### src/rtl/if_fetch_stage_if.sv
// ---------------------------------------------------------------------------
// if_fetch_stage_if
// Instruction-memory request/acknowledge bus between the fetch stage and a
// variable-latency instruction memory.
//
//   imem_req   : fetch request (master -> slave)
//   imem_addr  : word-aligned fetch byte address (master -> slave)
//   imem_ack   : read data valid, may assert in the request cycle (slave -> master)
//   imem_rdata : instruction word, meaningful only when imem_req & imem_ack
// ---------------------------------------------------------------------------
interface if_fetch_stage_if;
    logic        imem_req;
    logic [31:0] imem_addr;
    logic        imem_ack;
    logic [31:0] imem_rdata;

    modport master (
        output imem_req,
        output imem_addr,
        input  imem_ack,
        input  imem_rdata
    );

    modport slave (
        input  imem_req,
        input  imem_addr,
        output imem_ack,
        output imem_rdata
    );
endinterface

### src/rtl/if_fetch_stage.sv
// ---------------------------------------------------------------------------
// if_fetch_stage
// Instruction-fetch stage of the 5-stage MIPS pipeline. Owns the fetch
// address register and the IF/ID pipeline register, and fetches from a
// variable-latency instruction memory over a req/ack handshake. There is no
// branch delay slot: a taken redirect squashes the younger fetched word.
//
// Ports:
//   clk            : clock, all state updates on the rising edge
//   reset          : synchronous, active-high
//   PC_IFWrite     : 1 = IF/ID and fetch address may advance, 0 = load-use hold
//   Z / J / JR     : branch-taken, jump, register-jump from the decode stage
//   BranchAddr     : branch target
//   JumpAddr       : jump target
//   JrAddr         : register-jump target
//   imem           : instruction memory bus (master side)
//   Instruction_id : IF/ID instruction
//   NextPC_id      : IF/ID address of the instruction + 4
//   PC_if          : current fetch address (trace)
// ---------------------------------------------------------------------------
module if_fetch_stage #(
    parameter logic [31:0] RESET_PC  = 32'h0000_0000,
    parameter logic [31:0] NOP_INSTR = 32'h0000_0000
) (
    input  logic                   clk,
    input  logic                   reset,
    input  logic                   PC_IFWrite,
    input  logic                   Z,
    input  logic                   J,
    input  logic                   JR,
    input  logic [31:0]            BranchAddr,
    input  logic [31:0]            JumpAddr,
    input  logic [31:0]            JrAddr,
    if_fetch_stage_if.master       imem,
    output logic [31:0]            Instruction_id,
    output logic [31:0]            NextPC_id,
    output logic [31:0]            PC_if
);

    // REQ : request outstanding at fa_q
    // HOLD: word already fetched into hold_q, waiting for PC_IFWrite
    // DROP: a redirect arrived before the ack; the in-flight word is thrown away
    localparam logic [1:0] S_REQ  = 2'd0;
    localparam logic [1:0] S_HOLD = 2'd1;
    localparam logic [1:0] S_DROP = 2'd2;

    logic [1:0]  state_q, state_d;
    logic [31:0] fa_q,    fa_d;
    logic [31:0] tgt_q,   tgt_d;
    logic [31:0] hold_q,  hold_d;
    logic [31:0] instr_q, instr_d;
    logic [31:0] npc_q,   npc_d;

    logic        redirect;
    logic [31:0] target;
    logic [31:0] fa_plus4;

    // Redirects are ignored during a load-use hold: ID operands may be stale.
    assign redirect = PC_IFWrite & (JR | J | Z);
    assign target   = JR ? JrAddr : (J ? JumpAddr : BranchAddr);
    assign fa_plus4 = fa_q + 32'd4;

    assign imem.imem_req  = ~reset & (state_q != S_HOLD);
    assign imem.imem_addr = fa_q;

    assign Instruction_id = instr_q;
    assign NextPC_id      = npc_q;
    assign PC_if          = fa_q;

    always_comb begin
        state_d = state_q;
        fa_d    = fa_q;
        tgt_d   = tgt_q;
        hold_d  = hold_q;
        instr_d = instr_q;
        npc_d   = npc_q;

        case (state_q)
            S_REQ: begin
                if (imem.imem_ack) begin
                    if (redirect) begin
                        fa_d    = target;
                        instr_d = NOP_INSTR;
                        npc_d   = 32'd0;
                    end else if (PC_IFWrite) begin
                        instr_d = imem.imem_rdata;
                        npc_d   = fa_plus4;
                        fa_d    = fa_plus4;
                    end else begin
                        hold_d  = imem.imem_rdata;
                        state_d = S_HOLD;
                    end
                end else begin
                    if (redirect) begin
                        // Address must stay stable until the ack, so park the target.
                        tgt_d   = target;
                        instr_d = NOP_INSTR;
                        npc_d   = 32'd0;
                        state_d = S_DROP;
                    end else if (PC_IFWrite) begin
                        // Bubble while waiting; NextPC_id deliberately kept.
                        instr_d = NOP_INSTR;
                    end
                end
            end

            S_HOLD: begin
                if (redirect) begin
                    fa_d    = target;
                    instr_d = NOP_INSTR;
                    npc_d   = 32'd0;
                    state_d = S_REQ;
                end else if (PC_IFWrite) begin
                    instr_d = hold_q;
                    npc_d   = fa_plus4;
                    fa_d    = fa_plus4;
                    state_d = S_REQ;
                end
            end

            S_DROP: begin
                if (redirect) begin
                    tgt_d = target;
                end
                if (PC_IFWrite) begin
                    instr_d = NOP_INSTR;
                    npc_d   = 32'd0;
                end
                if (imem.imem_ack) begin
                    // A redirect in the ack cycle is newer than the parked one.
                    fa_d    = redirect ? target : tgt_q;
                    state_d = S_REQ;
                end
            end

            default: begin
                state_d = S_REQ;
            end
        endcase
    end

    always_ff @(posedge clk) begin
        if (reset) begin
            state_q <= S_REQ;
            fa_q    <= RESET_PC;
            tgt_q   <= 32'd0;
            hold_q  <= 32'd0;
            instr_q <= NOP_INSTR;
            npc_q   <= 32'd0;
        end else begin
            state_q <= state_d;
            fa_q    <= fa_d;
            tgt_q   <= tgt_d;
            hold_q  <= hold_d;
            instr_q <= instr_d;
            npc_q   <= npc_d;
        end
    end

endmodule

### src/flat_wrapper.sv
// flat-port wrapper written by rule: the top's interface ports become plain ports
module if_fetch_stage_flat 
#(
    parameter logic [31:0] RESET_PC  = 32'h0000_0000,
    parameter logic [31:0] NOP_INSTR = 32'h0000_0000
)
  (clk, reset, PC_IFWrite, Z, J, JR, BranchAddr, JumpAddr, JrAddr, Instruction_id, NextPC_id, PC_if, imem_imem_req, imem_imem_addr, imem_imem_ack, imem_imem_rdata);
  if_fetch_stage_if imem_i ();
  input  logic clk;
  input  logic reset;
  input  logic PC_IFWrite;
  input  logic Z;
  input  logic J;
  input  logic JR;
  input  logic [31:0] BranchAddr;
  input  logic [31:0] JumpAddr;
  input  logic [31:0] JrAddr;
  output logic [31:0] Instruction_id;
  output logic [31:0] NextPC_id;
  output logic [31:0] PC_if;
  output wire logic [$bits(imem_i.imem_req)-1:0] imem_imem_req;
  output wire logic [$bits(imem_i.imem_addr)-1:0] imem_imem_addr;
  input wire logic [$bits(imem_i.imem_ack)-1:0] imem_imem_ack;
  input wire logic [$bits(imem_i.imem_rdata)-1:0] imem_imem_rdata;
  assign imem_imem_req = imem_i.imem_req;
  assign imem_imem_addr = imem_i.imem_addr;
  assign imem_i.imem_ack = imem_imem_ack;
  assign imem_i.imem_rdata = imem_imem_rdata;
  if_fetch_stage #(.RESET_PC(RESET_PC), .NOP_INSTR(NOP_INSTR)) u_core (.clk(clk), .reset(reset), .PC_IFWrite(PC_IFWrite), .Z(Z), .J(J), .JR(JR), .BranchAddr(BranchAddr), .JumpAddr(JumpAddr), .JrAddr(JrAddr), .imem(imem_i), .Instruction_id(Instruction_id), .NextPC_id(NextPC_id), .PC_if(PC_if));
endmodule
### config.mk
export PLATFORM = sky130hd
export DESIGN_NAME = if_fetch_stage_flat
export DESIGN_NICKNAME = d
export VERILOG_FILES = /design/src/rtl/if_fetch_stage_if.sv /design/src/rtl/if_fetch_stage.sv /design/src/flat_wrapper.sv
export SDC_FILE = /design/constraint.sdc
export NUM_CORES = 1
export LEC_CHECK = 0
export CAP_MARGIN = 15
export CORE_MARGIN = 10
export CORE_UTILIZATION = 40
export CTS_CLUSTER_DIAMETER = 80
export DETAILED_ROUTE_END_ITERATION = 6
export PLACE_DENSITY = 0.81
export SETUP_SLACK_MARGIN = 0.02
export SYNTH_ARGS = -nofsm -noshare
export SYNTH_HDL_FRONTEND = slang
export SYNTH_SLANG_ARGS = --single-unit
### constraint.sdc
create_clock -name clk -period 2.9 [get_ports clk]
set_input_delay 0.58 -clock clk [delete_from_list [all_inputs] [get_ports clk]]
set_output_delay 0.58 -clock clk [all_outputs]
set_load 0.01 [all_outputs]
==> impl_metrics.xml <==
<?xml version="1.0" encoding="UTF-8"?>
<metrics>
  <group name="clock_network">
    <metric name="clk_latency" unit="ns">0.43</metric>
    <metric name="clock_transition_at_path_regs" unit="ns">0.06</metric>
    <metric name="cts.hold.buffers_added" unit="">0</metric>
    <metric name="tritoncts" unit="">yes</metric>
    <metric name="post-cts-setup-buffers" unit="">0</metric>
    <metric name="clk_root_buffer_cell" unit="">sky130_fd_sc_hd__clkbuf_16</metric>
    <metric name="cts_buffer_depth" unit="">2</metric>
    <metric name="ctsResizeCount" unit="">0</metric>
    <metric name="cts_inserted_buffers" unit="">17</metric>
    <metric name="h-tree-depth" unit="">4</metric>
    <metric name="clock_sink_count" unit="">162</metric>
  </group>
  <group name="synth">
    <metric name="syn-num-nets" unit="">1205</metric>
    <metric name="synth_cell_types" unit="">65</metric>
    <metric name="synth-warning-count" unit="">0</metric>
    <metric name="syn_area" unit="um2">8500</metric>
    <metric name="synth_edf_count" unit="">0</metric>
    <metric name="synth_instances" unit="">1065</metric>
    <metric name="postSynthRegisterBits" unit="">162</metric>
    <metric name="syn_avg_cell_area" unit="um2">7.98</metric>
    <metric name="synth_async_sr_flop_share" unit="%">0</metric>
    <metric name="part_of_the_yosys_area_used_for_sequential_elements" unit="%">38.2</metric>
    <metric name="yosys_most_used_dff" unit="">sky130_fd_sc_hd__dfxtp_1</metric>
  </group>
  <group name="routing">
    <metric name="final_antenna_net_count" unit="">0</metric>
    <metric name="drt_iter0_markers" unit="">1009</metric>
    <metric name="first_drt_pass_iteration_count" unit="">6</metric>
    <metric name="detailroute.via_count" unit="">8728</metric>
    <metric name="detailed_route_wire_length" unit="um">30000</metric>
    <metric name="route.detailed.vias_per_inst" unit="">5.59</metric>
    <metric name="post-route-drc-count" unit="">0</metric>
    <metric name="avgRoutedWirePerCell" unit="um">19.2</metric>
  </group>
  <group name="timing">
    <metric name="setup_viol_count_final" unit="">0</metric>
    <metric name="timing.setup.tns" unit="ns">0</metric>
    <metric name="final_period_minus_worst_setup_slack" unit="ns">2.57</metric>
    <metric name="final.period_utilization" unit="%">88.6</metric>
    <metric name="max_slew.worst_pin.slew" unit="ns">0.678</metric>
    <metric name="slew_limit_headroom" unit="%">54.3</metric>
    <metric name="hold-worst-slack" unit="ns">0.451</metric>
    <metric name="clock.fmax" unit="MHz">389</metric>
    <metric name="rsz0062_at_grt" unit="">no</metric>
    <metric name="hold_viol_final" unit="">0</metric>
    <metric name="finalMaxSlewViolations" unit="">0</metric>
    <metric name="finalClockSkew" unit="ns">0.00856</metric>
  </group>
  <group name="cells_and_area">
    <metric name="layout.nets" unit="">1415</metric>
    <metric name="syn_to_final_growth" unit="%">39.4</metric>
    <metric name="layout_commonest_cell" unit="">sky130_fd_sc_hd__clkdlybuf4s50_1</metric>
    <metric name="design_area" unit="um2">11800</metric>
    <metric name="drive_gt1_share" unit="%">8.33</metric>
    <metric name="most-common-layout-cells" unit="">260 x sky130_fd_sc_hd__clkdlybuf4s50_1, 196 x sky130_fd_sc_hd__nand2_1, 162 x sky130_fd_sc_hd__dfxtp_1, 110 x sky130_fd_sc_hd__a21oi_1, 69 x sky130_fd_sc_hd__o21ai_0</metric>
    <metric name="n_antenna_cell" unit="">0</metric>
    <metric name="fillCellCount" unit="">1887</metric>
  </group>
  <group name="hold_path">
    <metric name="path_category_of_the_worst_min_delay_check" unit="">reg2reg</metric>
    <metric name="timing.hold.worst_path_depth" unit="">2</metric>
  </group>
  <group name="power_and_ir_drop">
    <metric name="power.share.clock" unit="%">36.6</metric>
    <metric name="power_density" unit="nW/um2">533</metric>
    <metric name="design_internal_power" unit="mW">4.48</metric>
    <metric name="max-vdd-ir-drop" unit="V">0.000249</metric>
    <metric name="power_switching_share" unit="%">29.0</metric>
    <metric name="switching_power" unit="mW">1.83</metric>
    <metric name="total_power" unit="mW">6.31</metric>
    <metric name="comb_power_share" unit="%">23.6</metric>
    <metric name="power.static_leakage" unit="nW">4.31</metric>
    <metric name="seq_power_share" unit="%">39.8</metric>
  </group>
  <group name="worst_setup_path">
    <metric name="setup.worst_path.end_class" unit="">register</metric>
    <metric name="critical_path.endpoint" unit="">u_core.PC_if[26]</metric>
    <metric name="startpoint_of_the_worst_setup_timing_path" unit="">u_core.PC_if[2]</metric>
    <metric name="regToRegEndpoint" unit="">u_core.PC_if[26]</metric>
    <metric name="r2r_setup_slack" unit="ns">0.33</metric>
    <metric name="timing_worst_setup_path_type" unit="">reg2reg</metric>
    <metric name="critical_path_arrival" unit="ns">2.88</metric>
    <metric name="timing.critical_path.from_type" unit="">register</metric>
    <metric name="timing.critical_path.required" unit="ns">3.21</metric>
    <metric name="r2r.worst_path.cells" unit="">6</metric>
    <metric name="critical_path.max_fanout" unit="">7</metric>
    <metric name="worstReg2RegStart" unit="">u_core.PC_if[2]</metric>
  </group>
  <group name="grt">
    <metric name="first_global_vias" unit="">8351</metric>
    <metric name="grt_util_all_layers" unit="%">20.7</metric>
    <metric name="global_route.usage.met3" unit="%">5.96</metric>
    <metric name="globalRouteMet2Util" unit="%">32.7</metric>
    <metric name="top_usage_layer" unit="">met2</metric>
    <metric name="antenna_violations_before_repair" unit="">2</metric>
    <metric name="grt_first_pass_wirelength" unit="um">47000</metric>
    <metric name="use_met1" unit="%">26.2</metric>
    <metric name="grt.overflow.total" unit="">0</metric>
    <metric name="maximum_number_of_pins_on_one_net_before_global_route_repair" unit="">65</metric>
  </group>
  <group name="placed_design">
    <metric name="post_dp_cell_area" unit="um2">11200</metric>
    <metric name="gp_routability_congestion" unit="">0.927</metric>
    <metric name="detailed_place_hpwl" unit="um">22400</metric>
    <metric name="port_buffers" unit="">263</metric>
  </group>
  <group name="floorplan">
    <metric name="num_io_pins" unit="">264</metric>
    <metric name="placeable_core_region" unit="um2">21000</metric>
    <metric name="fp.dieArea" unit="um2">27500</metric>
    <metric name="die_x" unit="um">166</metric>
    <metric name="floorplan.rows" unit="">53</metric>
    <metric name="floorplan.initialDensity" unit="%">40.5</metric>
    <metric name="dieHeight" unit="um">166</metric>
  </group>
  <group name="run_status">
    <metric name="outcome" unit="">finished, final reports clean</metric>
  </group>
  <group name="job">
    <metric name="cap_viol_max_count" unit="">0</metric>
  </group>
</metrics>
power by group through the flow:
stage | Sequential (mW) | Clock (mW) | Combinational (mW)
after global placement | 2.55 | 0 | 1.45
after global routing | 2.53 | 2.41 | 1.61
after floorplan | 2.55 | 0 | 0.779
final | 2.51 | 2.31 | 1.49
after CTS | 2.51 | 2.32 | 1.48
after detailed placement | 2.56 | 0 | 1.47
cells by family (layout without fill, tap and decap cells):
| kind of cell | Yosys count | in the layout | synth area share (%) |
|---|---|---|---|
| XOR/XNOR | 27 | 27 | 2.78 |
| AND/OR/NAND/NOR | 357 | 357 | 19.4 |
| buffers and inverters | 133 | 353 | 7.91 |
| multiplexers | 36 | 36 | 4.27 |
| flip-flops | 162 | 162 | 38.2 |
| AO/OA/AOI/OAI | 345 | 345 | 26.7 |
| adder cells (fa/ha/maj) | 5 | 5 | 0.736 |
worst min path at each step:
stage / from / endpoint
after global placement: u_core.tgt_q[22] / u_core.tgt_q[22]
after CTS: u_core.tgt_q[27] / u_core.tgt_q[27]
final: u_core.tgt_q[27] / u_core.tgt_q[27]
after detailed placement: u_core.tgt_q[27] / u_core.tgt_q[27]
after floorplan: u_core.tgt_q[16] / u_core.tgt_q[16]
after global routing: u_core.hold_q[7] / u_core.hold_q[7]
Yosys cell counts (all sizes together), types with 4 or more instances:
library cell / number / area share [%]
a211oi: 6 / 0.53
a21o: 9 / 0.80
a21oi: 110 / 6.5
a22o: 32 / 3.3
a22oi: 34 / 3.0
a31oi: 6 / 0.44
and3: 11 / 0.81
buf: 56 / 4.3
clkbuf: 63 / 3.0
dfxtp: 162 / 38
ha: 5 / 0.74
inv: 13 / 0.57
mux2i: 34 / 4.0
nand2: 197 / 8.7
nand3: 23 / 1.4
nand4: 12 / 1.2
nor2: 64 / 2.9
nor2b: 9 / 0.66
nor3: 11 / 0.71
nor4: 11 / 1.4
o211ai: 6 / 0.53
o21a: 7 / 0.62
o21ai: 72 / 4.2
o221a: 9 / 1.2
o2bb2ai: 17 / 1.8
o31a: 8 / 0.82
o31ai: 6 / 0.59
o32ai: 6 / 0.62
or4: 4 / 0.35
xnor2: 18 / 1.9
xor2: 9 / 0.93
metrics by stage:
| step | worst slack [ns] | util [%] | instances |
|---|---|---|---|
| after floorplan | 0.654 | - | 1065 |
| after global placement | 0.249 | 53.7 | 1531 |
| after detailed placement | 0.164 | 53.7 | 1531 |
| after CTS | 0.379 | 56.5 | 1560 |
| after global routing | 0.149 | 56.5 | 1560 |
| final | 0.331 | 56.5 | 1560 |
worst max-delay path, stage by stage, from the launching register on:
cell                      delay, ns
sky130_fd_sc_hd__dfxtp_1       0.34
sky130_fd_sc_hd__ha_1          0.27
sky130_fd_sc_hd__nand4_1       0.35
sky130_fd_sc_hd__or4_1         0.67
sky130_fd_sc_hd__o31a_1        0.35
sky130_fd_sc_hd__o21ai_0       0.34
sky130_fd_sc_hd__a31oi_1       0.13
sequential cells by signal, summed over array words and instances (netlist names):
name and flops:
u_core.Instruction_id 32, u_core.NextPC_id 32, u_core.PC_if 32, u_core.hold_q 32, u_core.state_q 2, u_core.tgt_q 32
area by class of cell:
class,instances,area [um2],share of cell area [%]
repair buffers,310,3000,25.3
clock inverters,9,133,1.12
clock buffers,20,467,3.94
flip-flops and latches,162,3240,27.4
inverters,14,52.6,0.444
well taps,275,344,2.91
multi-input cells,770,4610,38.9
routing by layer:
metal	vias up	wire length, um
met4	2	860
met3	58	2820
met5	-	13
li1	4182	-
met2	472	13600
met1	4014	12700
(Power assumes the default switching activity.)
